File: src/rtl/crack_controller_if.sv
`timescale 1ns/1ps
`default_nettype none
// ============================================================================
// Module   : crack_controller_if
// Brief    : Host, guess-generator and MD5-pipeline signals of the cracker
//            run controller. master = controller, slave = host/generator side.
// Revision : 1.0
// ============================================================================
interface crack_controller_if #(
    parameter int CNT_WIDTH = 48
);
    logic                 start;
    logic                 abort;
    logic [2:0]           cfg_charset;
    logic [3:0]           cfg_guesslen;
    logic                 tgt_wr;
    logic [1:0]           tgt_sel;
    logic [31:0]          tgt_data;
    logic                 gen_reset;
    logic [2:0]           gen_charset;
    logic [3:0]           gen_guesslen;
    logic                 gen_done;
    logic [31:0]          hashA;
    logic [31:0]          hashB;
    logic [31:0]          hashC;
    logic [31:0]          hashD;
    logic                 busy;
    logic                 found;
    logic                 exhausted;
    logic [CNT_WIDTH-1:0] hit_index;
    logic [7:0]           hit_count;
    logic [CNT_WIDTH-1:0] guesses_done;

    modport master (
        input  start, abort, cfg_charset, cfg_guesslen, tgt_wr, tgt_sel, tgt_data,
               gen_done, hashA, hashB, hashC, hashD,
        output gen_reset, gen_charset, gen_guesslen, busy, found, exhausted,
               hit_index, hit_count, guesses_done
    );

    modport slave (
        output start, abort, cfg_charset, cfg_guesslen, tgt_wr, tgt_sel, tgt_data,
               gen_done, hashA, hashB, hashC, hashD,
        input  gen_reset, gen_charset, gen_guesslen, busy, found, exhausted,
               hit_index, hit_count, guesses_done
    );
endinterface
`default_nettype wire

File: src/rtl/crack_controller.sv
`timescale 1ns/1ps
`default_nettype none
// ============================================================================
// Module   : crack_controller
// Brief    : Run sequencer for the MD5 brute-force cracker: target storage,
//            generator reset, in-flight tracking and digest compare.
//            Option macro CRACK_CTL_MULTIHIT_EN: keep running after a match.
// Revision : 1.0
// ============================================================================
module crack_controller #(
    parameter int PIPE_LATENCY = 64,
    parameter int CNT_WIDTH    = 48
) (
    input wire                 clk,
    input wire                 reset,
    crack_controller_if.master bus
);
    typedef enum logic [2:0] {
        S_IDLE      = 3'd0,
        S_PRIME     = 3'd1,
        S_RUN       = 3'd2,
        S_DRAIN     = 3'd3,
        S_FOUND     = 3'd4,
        S_EXHAUSTED = 3'd5
    } state_t;

    localparam logic [PIPE_LATENCY-1:0] c_valid_lsb = 1;
    localparam logic [CNT_WIDTH-1:0]    c_cnt_one   = 1;

    state_t                  state_q, state_d;
    logic [PIPE_LATENCY-1:0] valid_q, valid_d;
    logic [3:0][31:0]        tgt_q, tgt_d;
    logic [2:0]              charset_q, charset_d;
    logic [3:0]              guesslen_q, guesslen_d;
    logic                    found_q, found_d;
    logic                    exhausted_q, exhausted_d;
    logic [CNT_WIDTH-1:0]    hit_index_q, hit_index_d;
    logic [7:0]              hit_count_q, hit_count_d;
    logic [CNT_WIDTH-1:0]    guesses_done_q, guesses_done_d;
    logic                    gen_reset_q, gen_reset_d;
    logic                    busy_q, busy_d;

    logic run_active;
    logic cmp_valid;
    logic hit;

    assign run_active = (state_q == S_PRIME) || (state_q == S_RUN) || (state_q == S_DRAIN);
    // The MSB of the valid register marks the guess whose digest is on hashA..D now.
    assign cmp_valid  = valid_q[PIPE_LATENCY-1] && ((state_q == S_RUN) || (state_q == S_DRAIN));
    assign hit        = cmp_valid &&
                        ({bus.hashA, bus.hashB, bus.hashC, bus.hashD} ==
                         {tgt_q[0], tgt_q[1], tgt_q[2], tgt_q[3]});

    always_comb begin
        state_d        = state_q;
        valid_d        = valid_q << 1;
        tgt_d          = tgt_q;
        charset_d      = charset_q;
        guesslen_d     = guesslen_q;
        found_d        = found_q;
        exhausted_d    = exhausted_q;
        hit_index_d    = hit_index_q;
        hit_count_d    = hit_count_q;
        guesses_done_d = guesses_done_q;

        if (bus.tgt_wr && !run_active) begin
            tgt_d[bus.tgt_sel] = bus.tgt_data;
        end

        if (bus.abort && run_active) begin
            state_d = S_IDLE;
            valid_d = '0;
        end else begin
            unique case (state_q)
                S_IDLE, S_FOUND, S_EXHAUSTED: begin
                    if (bus.start && !bus.abort) begin
                        state_d        = S_PRIME;
                        valid_d        = '0;
                        charset_d      = bus.cfg_charset;
                        guesslen_d     = bus.cfg_guesslen;
                        found_d        = 1'b0;
                        exhausted_d    = 1'b0;
                        hit_index_d    = '0;
                        hit_count_d    = '0;
                        guesses_done_d = '0;
                    end
                end
                S_PRIME: state_d = S_RUN;
                S_RUN: begin
                    valid_d = (valid_q << 1) | c_valid_lsb;
                    if (bus.gen_done) begin
                        state_d = S_DRAIN;
                    end
                end
                S_DRAIN: begin
                    if (valid_d == '0) begin
                        state_d     = S_EXHAUSTED;
                        exhausted_d = 1'b1;
                    end
                end
                default: state_d = S_IDLE;
            endcase

            if (cmp_valid) begin
                if (guesses_done_q != '1) begin
                    guesses_done_d = guesses_done_q + c_cnt_one;
                end
                if (hit) begin
                    found_d = 1'b1;
                    if (!found_q) begin
                        hit_index_d = guesses_done_q;
                    end
                    if (hit_count_q != 8'hFF) begin
                        hit_count_d = hit_count_q + 8'd1;
                    end
`ifndef CRACK_CTL_MULTIHIT_EN
                    state_d     = S_FOUND;
                    exhausted_d = 1'b0;
`endif
                end
            end
        end

        gen_reset_d = !((state_d == S_RUN) || (state_d == S_DRAIN));
        busy_d      = (state_d == S_PRIME) || (state_d == S_RUN) || (state_d == S_DRAIN);
    end

    always_ff @(posedge clk) begin
        if (reset) begin
            state_q        <= S_IDLE;
            valid_q        <= '0;
            tgt_q          <= '0;
            charset_q      <= '0;
            guesslen_q     <= '0;
            found_q        <= 1'b0;
            exhausted_q    <= 1'b0;
            hit_index_q    <= '0;
            hit_count_q    <= '0;
            guesses_done_q <= '0;
            gen_reset_q    <= 1'b1;
            busy_q         <= 1'b0;
        end else begin
            state_q        <= state_d;
            valid_q        <= valid_d;
            tgt_q          <= tgt_d;
            charset_q      <= charset_d;
            guesslen_q     <= guesslen_d;
            found_q        <= found_d;
            exhausted_q    <= exhausted_d;
            hit_index_q    <= hit_index_d;
            hit_count_q    <= hit_count_d;
            guesses_done_q <= guesses_done_d;
            gen_reset_q    <= gen_reset_d;
            busy_q         <= busy_d;
        end
    end

    assign bus.gen_reset    = gen_reset_q;
    assign bus.gen_charset  = charset_q;
    assign bus.gen_guesslen = guesslen_q;
    assign bus.busy         = busy_q;
    assign bus.found        = found_q;
    assign bus.exhausted    = exhausted_q;
    assign bus.hit_index    = hit_index_q;
    assign bus.hit_count    = hit_count_q;
    assign bus.guesses_done = guesses_done_q;
endmodule
`default_nettype wire

File: src/flat_wrapper.sv
// flat-port wrapper written by rule: the top's interface ports become plain ports
module crack_controller_flat 
#(
    parameter int PIPE_LATENCY = 64,
    parameter int CNT_WIDTH    = 48
)
  (clk, reset, bus_start, bus_abort, bus_cfg_charset, bus_cfg_guesslen, bus_tgt_wr, bus_tgt_sel, bus_tgt_data, bus_gen_done, bus_hashA, bus_hashB, bus_hashC, bus_hashD, bus_gen_reset, bus_gen_charset, bus_gen_guesslen, bus_busy, bus_found, bus_exhausted, bus_hit_index, bus_hit_count, bus_guesses_done);
  crack_controller_if #(.CNT_WIDTH(CNT_WIDTH)) bus_i ();
  input wire clk;
  input wire reset;
  input wire logic [$bits(bus_i.start)-1:0] bus_start;
  input wire logic [$bits(bus_i.abort)-1:0] bus_abort;
  input wire logic [$bits(bus_i.cfg_charset)-1:0] bus_cfg_charset;
  input wire logic [$bits(bus_i.cfg_guesslen)-1:0] bus_cfg_guesslen;
  input wire logic [$bits(bus_i.tgt_wr)-1:0] bus_tgt_wr;
  input wire logic [$bits(bus_i.tgt_sel)-1:0] bus_tgt_sel;
  input wire logic [$bits(bus_i.tgt_data)-1:0] bus_tgt_data;
  input wire logic [$bits(bus_i.gen_done)-1:0] bus_gen_done;
  input wire logic [$bits(bus_i.hashA)-1:0] bus_hashA;
  input wire logic [$bits(bus_i.hashB)-1:0] bus_hashB;
  input wire logic [$bits(bus_i.hashC)-1:0] bus_hashC;
  input wire logic [$bits(bus_i.hashD)-1:0] bus_hashD;
  output wire logic [$bits(bus_i.gen_reset)-1:0] bus_gen_reset;
  output wire logic [$bits(bus_i.gen_charset)-1:0] bus_gen_charset;
  output wire logic [$bits(bus_i.gen_guesslen)-1:0] bus_gen_guesslen;
  output wire logic [$bits(bus_i.busy)-1:0] bus_busy;
  output wire logic [$bits(bus_i.found)-1:0] bus_found;
  output wire logic [$bits(bus_i.exhausted)-1:0] bus_exhausted;
  output wire logic [$bits(bus_i.hit_index)-1:0] bus_hit_index;
  output wire logic [$bits(bus_i.hit_count)-1:0] bus_hit_count;
  output wire logic [$bits(bus_i.guesses_done)-1:0] bus_guesses_done;
  assign bus_i.start = bus_start;
  assign bus_i.abort = bus_abort;
  assign bus_i.cfg_charset = bus_cfg_charset;
  assign bus_i.cfg_guesslen = bus_cfg_guesslen;
  assign bus_i.tgt_wr = bus_tgt_wr;
  assign bus_i.tgt_sel = bus_tgt_sel;
  assign bus_i.tgt_data = bus_tgt_data;
  assign bus_i.gen_done = bus_gen_done;
  assign bus_i.hashA = bus_hashA;
  assign bus_i.hashB = bus_hashB;
  assign bus_i.hashC = bus_hashC;
  assign bus_i.hashD = bus_hashD;
  assign bus_gen_reset = bus_i.gen_reset;
  assign bus_gen_charset = bus_i.gen_charset;
  assign bus_gen_guesslen = bus_i.gen_guesslen;
  assign bus_busy = bus_i.busy;
  assign bus_found = bus_i.found;
  assign bus_exhausted = bus_i.exhausted;
  assign bus_hit_index = bus_i.hit_index;
  assign bus_hit_count = bus_i.hit_count;
  assign bus_guesses_done = bus_i.guesses_done;
  crack_controller #(.PIPE_LATENCY(PIPE_LATENCY), .CNT_WIDTH(CNT_WIDTH)) u_core (.clk(clk), .reset(reset), .bus(bus_i));
endmodule
File: config.mk
export PLATFORM = sky130hd
export DESIGN_NAME = crack_controller_flat
export DESIGN_NICKNAME = d
export VERILOG_FILES = /design/src/rtl/crack_controller_if.sv /design/src/rtl/crack_controller.sv /design/src/flat_wrapper.sv
export SDC_FILE = /design/constraint.sdc
export NUM_CORES = 1
export LEC_CHECK = 0
export ABC_AREA = 1
export CAP_MARGIN = 20
export CELL_PAD_IN_SITES_DETAIL_PLACEMENT = 0
export CELL_PAD_IN_SITES_GLOBAL_PLACEMENT = 1
export CORE_MARGIN = 4
export CORE_UTILIZATION = 40
export CTS_CLUSTER_SIZE = 25
export DETAILED_ROUTE_END_ITERATION = 10
export GPL_ROUTABILITY_DRIVEN = 0
export PLACE_DENSITY_LB_ADDON = 0.05
export RECOVER_POWER = 100
export SYNTH_ARGS = -nofsm -noshare
export SYNTH_HDL_FRONTEND = slang
export SYNTH_SLANG_ARGS = --single-unit
File: constraint.sdc
create_clock -name clk -period 3.69 [get_ports clk]
set_input_delay 0.738 -clock clk [delete_from_list [all_inputs] [get_ports clk]]
set_output_delay 0.738 -clock clk [all_outputs]
set_load 0.005 [all_outputs]
# ---- Word level (Yosys, flattened, before mapping)
# Index checks and enable logic that the tools add are counted.
dict set report op_classes {
  addsub 2
  order_cmp 2
  n_eq_ne 11
  mux 35
  bitwise_logic 1
  reduce_logical 20
}
# cell count
set op_table {}
lappend op_table {{2-to-1 mux 48 bit} 9}
lappend op_table {{bitwise mux 128 bit} 1}
lappend op_table {{== test 128 bit} 1}
lappend op_table {{one-hot mux 64 bit (2 select lines)} 1}
lappend op_table {{demux 32 bit (select 2 bit)} 1}
lappend op_table {{logical NOT 64 bit} 1}
lappend op_table {{2-to-1 mux 64 bit} 1}
lappend op_table {{adder 48 x 1 -> 48 bit (second input constant)} 1}
lappend op_table {{inequality test 48 bit (second input constant)} 1}
lappend op_table {{2-to-1 mux 8 bit} 5}
lappend op_table {{2-to-1 mux 32 bit} 1}
lappend op_table {{2-to-1 mux 3 bit} 6}
lappend op_table {{== test 3 x 2 -> 1 bit (second input constant)} 4}
lappend op_table {{one-hot mux 3 bit (4 select lines)} 1}
lappend op_table {{adder 8 x 1 -> 8 bit (second input constant)} 1}
lappend op_table {{2-to-1 mux 1 bit} 8}
lappend op_table {{inequality test 8 bit (second input constant)} 1}
lappend op_table {{== test 3 x 1 -> 1 bit (second input constant)} 2}
lappend op_table {{== test 3 bit (second input constant)} 2}
lappend op_table {{logical AND 1 bit} 6}
lappend op_table {{logical OR 1 bit} 6}
lappend op_table {{logical NOT 1 bit} 3}
lappend op_table {{logical NOT 3 bit} 1}
lappend op_table {{< comparator 2 x 3 -> 1 bit (second input constant)} 1}
lappend op_table {{6 further kinds} 6}
dict set report word_totals {
  register_bits 310
  elab_cells 86
}

# ---- Depth between registers and ports, before layout
dict set report depth {
  word_depth 10
  mapped_depth 17
}

# ---- Worst setup path after synthesis
# OpenSTA, ideal clock, no wires.
dict set report synth_path {
  path_type {input to register}
  startpoint {in bus_hashD[26]}
  endpoint {reg u_core.hit_index_q[0] (netlist: u_core.bus.hit_index[0])}
  arrival_time_ps 2019
  required_time_ps 3581
  path_slack_ps 1562
  stages 13
  n_path_buf 1
  cell_sequence {xnor2_1 -> nand2_1 -> nor3_1 -> nand2_1 -> nor2_1 -> nand2_1 -> nor2_1 -> nand3_1 -> clkbuf_1 -> nand2_1 -> nand3_1 -> nand2_1 -> inv_1}
}
dict set report synth_via {
  elab_chain_len 4
}
# item line
set synth_rtl {}
lappend synth_rtl {{from (decl)} flat_wrapper.sv:22} ;# input wire logic [$bits(bus_i.hashD)-1:0] bus_hashD;
lappend synth_rtl {{== test 128 bit} crack_controller.sv:51} ;# ({bus.hashA, bus.hashB, bus.hashC, bus.hashD} ==
lappend synth_rtl {{logical AND 1 bit} crack_controller.sv:50} ;# assign hit = cmp_valid &&
lappend synth_rtl {{2-to-1 mux 48 bit} crack_controller.sv:108} ;# if (hit) begin
lappend synth_rtl {{2-to-1 mux 48 bit} crack_controller.sv:104} ;# if (cmp_valid) begin
lappend synth_rtl {{to (signal assigned)} crack_controller.sv:150} ;# hit_index_q <= hit_index_d;
lappend synth_rtl {{to (decl)} crack_controller.sv:37} ;# logic [CNT_WIDTH-1:0] hit_index_q, hit_index_d;
# Every way passes these cells.
# A chain may end at the register's enable or synchronous reset.

# ---- Final worst setup path
dict set report layout_path {
  startpoint {in bus_abort}
  endpoint {reg u_core.hit_index_q[46] (netlist: u_core.bus.hit_index[46])}
}
dict set report layout_via {
  elab_chain_len 7
  elab_cells_between_ends 8
  classes_between {mux: 5; reduce/logical: 3}
}
# item line
set layout_rtl {}
lappend layout_rtl {{from (decl)} flat_wrapper.sv:12} ;# input wire logic [$bits(bus_i.abort)-1:0] bus_abort;
lappend layout_rtl {{logical NOT 1 bit} crack_controller.sv:76} ;# if (bus.start && !bus.abort) begin
lappend layout_rtl {{logical AND 1 bit} crack_controller.sv:76}
lappend layout_rtl {{2-to-1 mux 48 bit} crack_controller.sv:76}
lappend layout_rtl {{2-to-1 mux 48 bit} crack_controller.sv:74} ;# unique case (state_q)
lappend layout_rtl {{2-to-1 mux 48 bit} crack_controller.sv:110} ;# if (!found_q) begin
lappend layout_rtl {{2-to-1 mux 48 bit} crack_controller.sv:108}
lappend layout_rtl {{2-to-1 mux 48 bit} crack_controller.sv:104}
# Parallel ways exist; a longest one is shown, timed or not.

==> results.md <==
- The run finished with clean final reports.
- The max-slew violation total from the final report is 0.
- The cell sitting at the root of the clock tree is a clkbuf_16.
- The count of maximum capacitance violations is 0.
- The sort of element at the start of the critical path is an input pin.
- The overall via count from detail_route is 18.5k.
- Setup repair after global routing left no endpoint under its margin.
- The post-route netlist has 3.86% of its cells at a drive strength greater than 1.
- The main combinational cell family by area after synthesis is simple AND/OR/NAND/NOR gates.
- Together, buffers and inverters on the worst path number 5.
- The via count of the first global-routing pass was 17.3k.
- The first global-routing pass estimated 102,000 um of wire.
- Overall power consumption after layout is estimated at 9160 uW.
- The critical path goes through dlygate4sd3_1, nand2_1, clkbuf_2, buf_4, o21ai_0, inv_1, nand2_1, inv_1.
- The layout has 4,317 filler cells.
- The core footprint is 42,300 um2.
- The post-cts sizing count is 0.
- Including well taps, the total number of placed cells is 3,589.
- The post-synthesis to final-layout area growth is 26.8%.
- The post-synth net total is 2,987.
- Setup slack on the worst reg-to-reg path comes out at 0.59 ns.
- The clock sink count is 310.
- The half-perimeter wire length after placement is 50,900 um.
- The floorplan die area is 46,600 um2.
- The post-synthesis sequential area ratio is 35.9%.
- Clock-pin slew was measured on the worst setup and hold paths at 0.06 ns.
- The detailed router's first-iteration violation count is 1,545.
- The count of buffers added on input and output ports is 289.
- The area share of the largest cell type after synthesis is 35.9%.
- The tightest slew margin relative to the limit is 14.1%.
- The share of synthesized cell area in and, or, nand and nor gates is 35.3%.
- The largest fanout on the critical path is 53.
- The path length in cells of the critical path is 8.
- Pin placement for this block handled 290 I/O pins.
- The share of synthesized cell area in full adder, half adder and majority cells is 0.145%.
- Once detail routing completed, the nets flagged for antenna violations numbered 0.
- Counting every instance in the synthesized netlist gives 2,810.
- For this run, the post-layout net count is 3,230.
- The worst setup skew after layout is 0.0236 ns.
- The worst flop-to-flop path startpoint is u_core.state_q[2].
- After synthesis, the share of flip-flops with an asynchronous set or reset is 0%.
- The wire length reported by the detailed router is 67,800 um.
- For this configuration, the core starts out at a cell density of 40.8%.
- The insertion delay to the later sink of the worst-skew pair is 0.58 ns.
- At the end of the flow the core is filled with cells to 51.8%.
- Summed over all cells, the static leakage comes to 0.00939 uW.
- The global routing usage summed across all routing layers is 28.1%.
- From left edge to right edge, the die measures 216 um.
- TritonCTS built the clock tree.
- For this run, the leading register cell type out of synthesis is dfxtp_1.
- Once the clock tree was built, the setup fixing pass inserted 0 buffers.
- After detailed routing, the number of vias per cell comes to 5.05.
- Averaged over all synthesized cells, the footprint is 6.15 um2.
- Of the total synthesized cell area, the portion taken by XOR and XNOR cells is 3.65%.
- The most common cell after layout, fill and taps aside is nand2_1.
- The remaining global-route overflow is 0.
- The floorplan step set the die height to 216 um.
- By startpoint and endpoint, the worst setup path is classified as input pin to flop.
- The biggest area contributor in the post-synthesis netlist is dfxtp_1.
- The worst hold path terminates at u_core.valid_q[62].
- IR analysis of the VDD net gives a maximum drop of 0.000273 V.
- The number of library cell types mapped by synthesis is 39.
- The initial antenna violation count was 6.
- In this run, synthesis inferred 0 flip-flops with an integrated enable.
- Along the worst hold path, the cell count comes to 2.
- The endpoint type of the worst setup path is a flop.
- In this run the critical register-to-register path is captured at u_core.bus.hit_index[46].
- After layout, the worst path uses 84.7% of the clock period.
- The hold violation count in the final report is 0.
- The number of cells in the finished layout apart from fillers is 3,665.
- The maximum number of pins on one net before global-route repair is 87.
- The number of placement rows is 75.
- Sorting the synthesized cells by area gives the leading types as dfxtp_1 36%, nand2_1 17%, inv_1 9.5%, nor2_1 6.7%, o21ai_0 6.6%.
- The remaining routing DRC violations is 0.
- For the worst setup path, the data arrival time is 3.63 ns.
- The multiplexer share of the synthesized area is 0%.
- The count of cells along the worst register-to-register path is 10.
- After detailed placement, the total cell area comes to 20,700 um2.
- For the pin with the worst max-slew slack, the measured transition is 1.29 ns.
- The clock period could shrink to 3.13 ns.
- The area of the mapped netlist is 17,300 um2.
- The power density relative to cell area is 418 nW/um2.
- During synthesis, Yosys emitted a total of 0 warnings.
- The total negative slack for setup checks is 0 ns.
- The number of setup violations in the final report is 0.
- Leaving out fill and tap cells, the most frequent cells in the layout are 764 x nand2_1, 440 x inv_1, 310 x dfxtp_1.
- The complex-gate fraction of the synthesized area is 12.4%.
- Counting the buffers created by CTS gives 39.
- Static timing analysis puts the maximum clock frequency at 0.320 GHz.
- The standard cell with the maximum stage delay on the critical path is clkbuf_2.
- After detailed routing, the average wire length per cell comes to 18.5 um.
- The hold buffer count at cts is 0.
- The first-pass iteration count of the detailed router is 8.
- The largest stage delay on the critical path is 0.94 ns.
- In this run the worst hold path is classified as flop to flop.
- The number of synthesized register bits is 310.
- The longest clock path from root to sink contains 3 buffers.
- The data required time at the worst endpoint is 4.20 ns.
- The worst hold path startpoint is u_core.valid_q[61].
- The design area is 21,900 um2.
- The gate family responsible for the most delay along the worst path is buffers and inverters.
- CTS built an H-tree with a depth of 2.
[routing by layer]
metal  GRT usage, %  wire length (um)  share of wire, %
met1           38.6             30000                44
met2           44.8             30500                45
met3           4.32              4980               7.3
met4           10.2              2250               3.3
met5              0                 7             0.010
[cell usage after synthesis, drive strengths merged (8+ instances only)]
library cell,count
a21oi,170
and2,9
buf,38
clkbuf,80
dfxtp,310
inv,445
nand2,769
nand3,191
nand4,44
nor2,318
nor3,88
nor4,23
o211ai,8
o21ai,232
xnor2,50
xor2,22
[final cells by class]
type,instances,area [um2],share of cell area (%)
multi-input cells,1937,8900,40.6
inverters,445,1670,7.63
clock inverters,8,105,0.479
diodes,4,10.0,0.0457
clock buffers,64,1160,5.29
well taps,577,722,3.29
repair buffers,320,3150,14.4
flip-flops and latches,310,6210,28.3
[worst register-to-register path: stages (launching register included)]
cell      delay [ns]
dfxtp_1         0.40
inv_1           0.06
nand2_1         0.13
o21ai_0         0.16
nand2_1         0.52
clkbuf_2        0.94
buf_4           0.52
o21ai_0         0.15
inv_1           0.07
nand2_1         0.05
inv_1           0.05
[metrics by stage]
stage | setup slack (ns) | hold WS [ns]
2_1_floorplan | 1.56 | 0.416
3_3_place_gp | 0.318 | 0.418
3_5_place_dp | 0.292 | 0.423
4_1_cts | 0.865 | 0.433
5_1_grt | 0.316 | 0.448
6_report | 0.564 | 0.429
[where the power goes]
part           total, uW  switching [uW]  internal, uW
Clock               3790            1560          2230
Sequential          3670             136          3540
Combinational       1690            1040           650
[cell families after synthesis]
kind of cell / Yosys count
AND/OR/NAND/NOR: 1447
buffers and inverters: 563
adder cells (fa/ha/maj): 2
XOR/XNOR: 72
AO/OA/AOI/OAI: 416
flip-flops: 310
[flip-flops by register name, indices dropped and copies added, names as in the netlist]
signal,count
u_core.valid_q,64
u_core.bus.gen_guesslen,4
u_core.bus.hit_count,8
u_core.bus.busy,1
u_core.tgt_q,128
u_core.bus.hit_index,48
u_core.bus.guesses_done,48
u_core.bus.exhausted,1
u_core.bus.gen_charset,3
u_core.bus.found,1
u_core.state_q,3
u_core.bus.gen_reset,1
[worst max-delay path by stage]
| stage | start | endpoint | slack [ns] |
|---|---|---|---|
| floorplan | bus_hashD[26] | u_core.bus.hit_index[0] | 1.56 |
| global placement | bus_hashC[29] | u_core.bus.hit_index[17] | 0.32 |
| detailed placement | bus_hashC[29] | u_core.bus.hit_index[18] | 0.29 |
| CTS | bus_hashC[29] | u_core.bus.hit_index[18] | 0.87 |
| global route | u_core.state_q[2] | u_core.bus.hit_index[44] | 0.32 |
| finish | bus_abort | u_core.bus.hit_index[46] | 0.56 |
Power figures use the tool's default switching activity.
